## config.mk

```make
export PLATFORM = sky130hd
export DESIGN_NAME = open_ctrl
export DESIGN_NICKNAME = d
export VERILOG_FILES = /design/src/rtl/open_ctrl_pkg.sv /design/src/rtl/edge_det.sv /design/src/rtl/open_ctrl.sv
export SDC_FILE = /design/constraint.sdc
export NUM_CORES = 1
export LEC_CHECK = 0
export CORE_MARGIN = 2
export CORE_UTILIZATION = 40
export CTS_BUF_LIST = sky130_fd_sc_hd__clkbuf_8
export DETAILED_ROUTE_END_ITERATION = 7
export HOLD_SLACK_MARGIN = 0.06
export PLACE_DENSITY = 0.65
export SLEW_MARGIN = 10
export SYNTH_ARGS = -nofsm -noshare
export SYNTH_HDL_FRONTEND = slang
export SYNTH_SLANG_ARGS = --single-unit
```

## constraint.sdc

```tcl
create_clock -name clk -period 3.24 [get_ports clk]
set_clock_uncertainty 0.1 [all_clocks]
set_input_delay 0.648 -clock clk [delete_from_list [all_inputs] [get_ports clk]]
set_output_delay 0.648 -clock clk [all_outputs]
set_load 0.02 [all_outputs]
```

## src/rtl/open_ctrl_pkg.sv

```systemverilog
// Shared door package: controller state encoding and default timing constants.
// The downstream close stage imports the same definitions.
package open_ctrl_pkg;

  localparam int OPEN_TIME_DEF = 8;
  localparam int HOLD_TIME_DEF = 100;
  localparam int PULSE_LEN_DEF = 4;
  localparam int CLOSE_TMO_DEF = 63;

  typedef enum logic [2:0] {
    IDLE       = 3'd0,
    OPENING    = 3'd1,
    HOLD       = 3'd2,
    PROMPT     = 3'd3,
    WAIT_CLOSE = 3'd4
  } state_t;

  function automatic int max_of3(input int a, input int b, input int c);
    int m;
    m = a;
    if (b > m) m = b;
    if (c > m) m = c;
    return m;
  endfunction

endpackage

```

## src/rtl/edge_det.sv

```systemverilog
// Rise/fall detector built on a registered copy of the input.
// Each pulse is high for the single cycle in which the input differs from the registered copy.
module edge_det (
  input  logic clk,
  input  logic rst,
  input  logic sig,
  output logic rise,
  output logic fall
);

  logic sig_q;

  always_ff @(posedge clk or posedge rst) begin
    if (rst) sig_q <= 1'b0;
    else     sig_q <= sig;
  end

  assign rise = sig & ~sig_q;
  assign fall = ~sig & sig_q;

endmodule

```

## src/rtl/open_ctrl.sv

```systemverilog
// Door-open controller: open pulse, hold dwell, close prompt, then wait for the close stage.
// Every output is registered from the next-state decode, so outputs and state always agree.
module open_ctrl
  import open_ctrl_pkg::*;
#(
  parameter int OPEN_TIME = OPEN_TIME_DEF,
  parameter int HOLD_TIME = HOLD_TIME_DEF,
  parameter int PULSE_LEN = PULSE_LEN_DEF,
  parameter int CLOSE_TMO = CLOSE_TMO_DEF
) (
  input  logic   clk,
  input  logic   rst,
  input  logic   arrive,
  input  logic   r,
  input  logic   close_signal,
  output logic   open_signal,
  output logic   c_100,
  output logic   busy,
  output logic   fault,
  output state_t state_dbg
);

  localparam int HW = $clog2(HOLD_TIME + 1);
  localparam int CW = $clog2(max_of3(OPEN_TIME, PULSE_LEN, CLOSE_TMO) + 1);

  state_t        state, state_d;
  logic [HW-1:0] hold_cnt, hold_d;
  logic [CW-1:0] cnt, cnt_d;
  logic          seen_rise, seen_d;
  logic          fault_d;
  logic          close_rise, close_fall;

  edge_det u_close_edge (
    .clk  (clk),
    .rst  (rst),
    .sig  (close_signal),
    .rise (close_rise),
    .fall (close_fall)
  );

  always_ff @(posedge clk or posedge rst) begin
    if (rst) begin
      state       <= IDLE;
      hold_cnt    <= '0;
      cnt         <= '0;
      seen_rise   <= 1'b0;
      open_signal <= 1'b0;
      c_100       <= 1'b0;
      busy        <= 1'b0;
      fault       <= 1'b0;
    end else begin
      state       <= state_d;
      hold_cnt    <= hold_d;
      cnt         <= cnt_d;
      seen_rise   <= seen_d;
      open_signal <= (state_d == OPENING);
      c_100       <= (state_d == PROMPT);
      busy        <= (state_d != IDLE);
      fault       <= fault_d;
    end
  end

  always_comb begin
    state_d = state;
    hold_d  = hold_cnt;
    cnt_d   = cnt;
    seen_d  = seen_rise;
    fault_d = 1'b0;
    case (state)
      IDLE: begin
        hold_d = '0;
        cnt_d  = '0;
        seen_d = 1'b0;
        if (arrive || r) state_d = OPENING;
      end
      OPENING: begin
        if (cnt == CW'(OPEN_TIME - 1)) begin
          state_d = HOLD;
          cnt_d   = '0;
          hold_d  = '0;
        end else begin
          cnt_d = cnt + CW'(1);
        end
      end
      HOLD: begin
        if (r) begin
          hold_d = '0;
        end else if (hold_cnt == HW'(HOLD_TIME - 1)) begin
          state_d = PROMPT;
          hold_d  = '0;
          cnt_d   = '0;
        end else begin
          hold_d = hold_cnt + HW'(1);
        end
      end
      PROMPT: begin
        // A press restarts the pulse, so the prompt never ends early.
        if (r) begin
          cnt_d = '0;
        end else if (cnt == CW'(PULSE_LEN - 1)) begin
          state_d = WAIT_CLOSE;
          cnt_d   = '0;
          seen_d  = 1'b0;
        end else begin
          cnt_d = cnt + CW'(1);
        end
      end
      WAIT_CLOSE: begin
        // cnt parks at CLOSE_TMO for the single cycle fault is high.
        if (r) begin
          state_d = OPENING;
          cnt_d   = '0;
          seen_d  = 1'b0;
        end else if (cnt == CW'(CLOSE_TMO)) begin
          state_d = IDLE;
          cnt_d   = '0;
        end else if (seen_rise && close_fall) begin
          state_d = IDLE;
          cnt_d   = '0;
          seen_d  = 1'b0;
        end else if (!seen_rise) begin
          if (close_rise) begin
            seen_d = 1'b1;
          end else if (cnt == CW'(CLOSE_TMO - 1)) begin
            cnt_d   = CW'(CLOSE_TMO);
            fault_d = 1'b1;
          end else begin
            cnt_d = cnt + CW'(1);
          end
        end
      end
      default: state_d = IDLE;
    endcase
  end

  assign state_dbg = state;

endmodule

```

==> results.sh <==
export IMPL_yosys_most_used_dff="sky130_fd_sc_hd__dfrtp_1"
export IMPL_clock_fmax_mhz=416.9
export IMPL_timing_critical_path_slowest_stage_cell="sky130_fd_sc_hd__nor4b_1"
export IMPL_numClockSinks=22
export IMPL_rel_slew_slack=0.4377
export IMPL_horiz_die_dim_um=62.26
export IMPL_post_route_cell_area_um2=1510
export IMPL_h_tree_depth=1
export IMPL_grt_setup_unrepaired="false"
export IMPL_maxCapViolCount=0
export IMPL_setup_violations_final=0
export IMPL_report_final_hold_viol_count=0
export IMPL_coreArea_um2=3284
export IMPL_post_layout_total_power_mw=0.9621
export IMPL_routed_wirelength_mm=2.786
export IMPL_antenna_violating_nets_post_route=0
export IMPL_chipHeight_um=62.26
export IMPL_vias_per_cell=5.665
export IMPL_async_sr_flop_fraction=1.000
export IMPL_power_leakage_nw=0.6073
export IMPL_yosys_register_bits=22
export IMPL_flow_area_growth_from_synthesis_pct=11.24
export IMPL_dpl_cell_area_um2=1469
export IMPL_cts_tree="built"
export IMPL_post_synth_instance_area_um2=1358
export IMPL_synth_edff_count=0
export IMPL_post_cts_resize_count=0
export IMPL_rows=21
export IMPL_grt_overflow=0
export IMPL_fin_tns_setup_ps=0
export IMPL_synth_seq_area_share=0.4055
export IMPL_detailedPlacementHpwl_mm=2.022
export IMPL_dr_pass1_iters=4
export IMPL_drt_iter0_drc=108
export IMPL_clockRootBuffer="sky130_fd_sc_hd__clkbuf_8"
export IMPL_worst_setup_hold_path_clk_slew_ps=70
export IMPL_synth_cells=148
export IMPL_power_density_nw_per_um2=637.1
export IMPL_timing_max_transition_violations_final=0
export IMPL_final_setup_worst_slack_ps=841.4
export IMPL_num_antenna_cells=0
export IMPL_number_of_buffers_created_by_cts=3
export IMPL_run_status="complete, no violations"
export IMPL_min_path_type="reg -> reg"
export IMPL_worst_setup_path_type="in -> reg"
export IMPL_vias=1150
export IMPL_place_worst_setup_slack_ps=579.6
export IMPL_grt_use_total=0.1559
export IMPL_io_pins=12
export IMPL_design_die_area_um2=3876
export IMPL_layout_nets=167
export IMPL_drive_above_1_share=0.06369
export IMPL_antenna_found_initial=0
export IMPL_crit_top_cell="sky130_fd_sc_hd__o21ai_0"
export IMPL_grt_start_max_net_pins=23
export IMPL_drc=0
export IMPL_gp_routability_congestion=0.9130
export IMPL_grt_pass1_vias=1086
export IMPL_critPathRequiredTime_ps=3320
export IMPL_post_cts_hold_buffer_count=0
export IMPL_crit_path_cell_trace="clkdlybuf4s50_1 > nor4b_1 > a21bo_1 > a31oi_1 > o21ai_0 > o21ai_0"
export IMPL_synth_warnings=0
export IMPL_finalHoldWorstSlack_ps=421.2
export IMPL_fin_crit_ps=2399
export IMPL_wire_per_inst_um=13.72
export IMPL_worst_pin_slew_ps=842.6
export IMPL_timing_critical_path_max_delay_family="compound AO/OA/AOI/OAI gates"
export IMPL_irDropWorstVdd_mv=0.1804
export IMPL_synth_lib_cells_used_distinct=43
export IMPL_worst_skew_pair_late_latency_ps=260
export IMPL_postSynthNetCount=156
export IMPL_post_cts_buffers=0
export IMPL_cp_data_arrival_time_ps=2480
export IMPL_worstPathMaxFanout=9
export IMPL_cts_max_path_buffers=2
export IMPL_number_of_buffer_and_inverter_stages_on_the_critical_path=1
export IMPL_worst_setup_path_end_kind="flip-flop"
export IMPL_worstSetupStartpointType="input pin"
export IMPL_finalCritPeriodShare=0.7403
export IMPL_port_buffers=11
export IMPL_floorplan_initialDensity=0.4133
export IMPL_worst_path_largest_cell_delay_ps=610
export IMPL_synth_avg_cell_area_um2=9.173
export IMPL_grt_pass1_wl_mm=4.912
-- power by group --
part | leakage, nW | switching, mW | total [mW] | internal, mW
logic | 0.295 | 0.218 | 0.396 | 0.177
clock network | 0.0216 | 0.0889 | 0.172 | 0.0831
registers | 0.291 | 0.0703 | 0.395 | 0.324
total | 0.607 | 0.377 | 0.962 | 0.585
-- layout by cell type (no fill, tap or decap), drive strengths merged, types with 6 or more instances in the layout --
cell type / n
dfrtp: 22
o21ai: 16
nand2: 12
clkdlybuf4s50: 11
nor2: 11
inv: 10
o221ai: 7
nand3: 6
-- through the flow --
step             util  std cells
6_report       0.4598        203
5_1_grt        0.4598        203
4_1_cts        0.4598        203
3_5_place_dp   0.4472        200
3_3_place_gp   0.4472        200
2_1_floorplan       -        148
-- cell type report --
cell class | instances | area, um2
Clock buffer | 3 | 41.29
Fill cell | 315 | 1774
Inverter | 10 | 37.54
Multi-Input combinational cell | 110 | 705.7
Sequential cell | 22 | 550.5
Tap cell | 46 | 57.56
Timing Repair Buffer | 12 | 117.6
-- metal layers --
layer	share of wire	GRT usage	up-vias
met5	0	0	-
met4	0.015	0.06389	0
met3	0.039	0.03804	6
met2	0.48	0.2486	25
met1	0.46	0.2030	555
li1	-	-	564
-- worst paths after layout --
path,from,to,slack [ps],depth (start not counted)
max in group asynchronous,rst,cnt[3],1770,2
max,r,hold_cnt[5],840,6
min reg2reg,hold_cnt[5],hold_cnt[5],420,1
max reg2reg,cnt[1],cnt[5],1000,6
min in group asynchronous,rst,open_signal,750,2
min,hold_cnt[5],hold_cnt[5],420,1
-- state kept, by name (all words and copies together), names as in the netlist --
register	cells
c_100	1
cnt	6
open_signal	1
u_close_edge.sig_q	1
state_dbg	3
busy	1
seen_rise	1
fault	1
hold_cnt	7
-- kinds of logic after synthesis --
| kind of cell | count (synthesis) | synth area share |
|---|---|---|
| simple gates | 55 | 0.2323 |
| compound gates | 51 | 0.2535 |
| flops | 22 | 0.4055 |
| buf+inv | 16 | 0.07466 |
| fa+ha+maj | 3 | 0.02765 |
| xor+xnor | 1 | 0.006453 |
-- worst reg2reg max path, cell delays in order, from the launching register on --
cell                       delay (ps)
sky130_fd_sc_hd__dfrtp_1          400
sky130_fd_sc_hd__ha_1             260
sky130_fd_sc_hd__or4b_4           530
sky130_fd_sc_hd__o211ai_1         260
sky130_fd_sc_hd__nand3_1          200
sky130_fd_sc_hd__o21ai_0          180
sky130_fd_sc_hd__o221ai_1         170
-- synth_stat cells (2+ instances only) --
library cell | number | area share
sky130_fd_sc_hd__a21oi_1 | 5 | 0.018
sky130_fd_sc_hd__a311oi_1 | 2 | 0.013
sky130_fd_sc_hd__a31oi_1 | 3 | 0.014
sky130_fd_sc_hd__clkbuf_8 | 3 | 0.030
sky130_fd_sc_hd__dfrtp_1 | 22 | 0.41
sky130_fd_sc_hd__ha_1 | 3 | 0.028
sky130_fd_sc_hd__inv_1 | 10 | 0.028
sky130_fd_sc_hd__nand2_1 | 12 | 0.033
sky130_fd_sc_hd__nand2b_1 | 5 | 0.023
sky130_fd_sc_hd__nand3_1 | 6 | 0.022
sky130_fd_sc_hd__nor2_1 | 10 | 0.028
sky130_fd_sc_hd__nor2b_1 | 5 | 0.023
sky130_fd_sc_hd__nor4b_1 | 4 | 0.026
sky130_fd_sc_hd__o211ai_1 | 3 | 0.017
sky130_fd_sc_hd__o21ai_0 | 15 | 0.055
sky130_fd_sc_hd__o221ai_1 | 7 | 0.045
sky130_fd_sc_hd__o22ai_1 | 3 | 0.014
sky130_fd_sc_hd__o31ai_1 | 3 | 0.017
sky130_fd_sc_hd__or2b_2 | 2 | 0.013
sky130_fd_sc_hd__or3_1 | 2 | 0.0092
(Power assumes the default switching activity.)
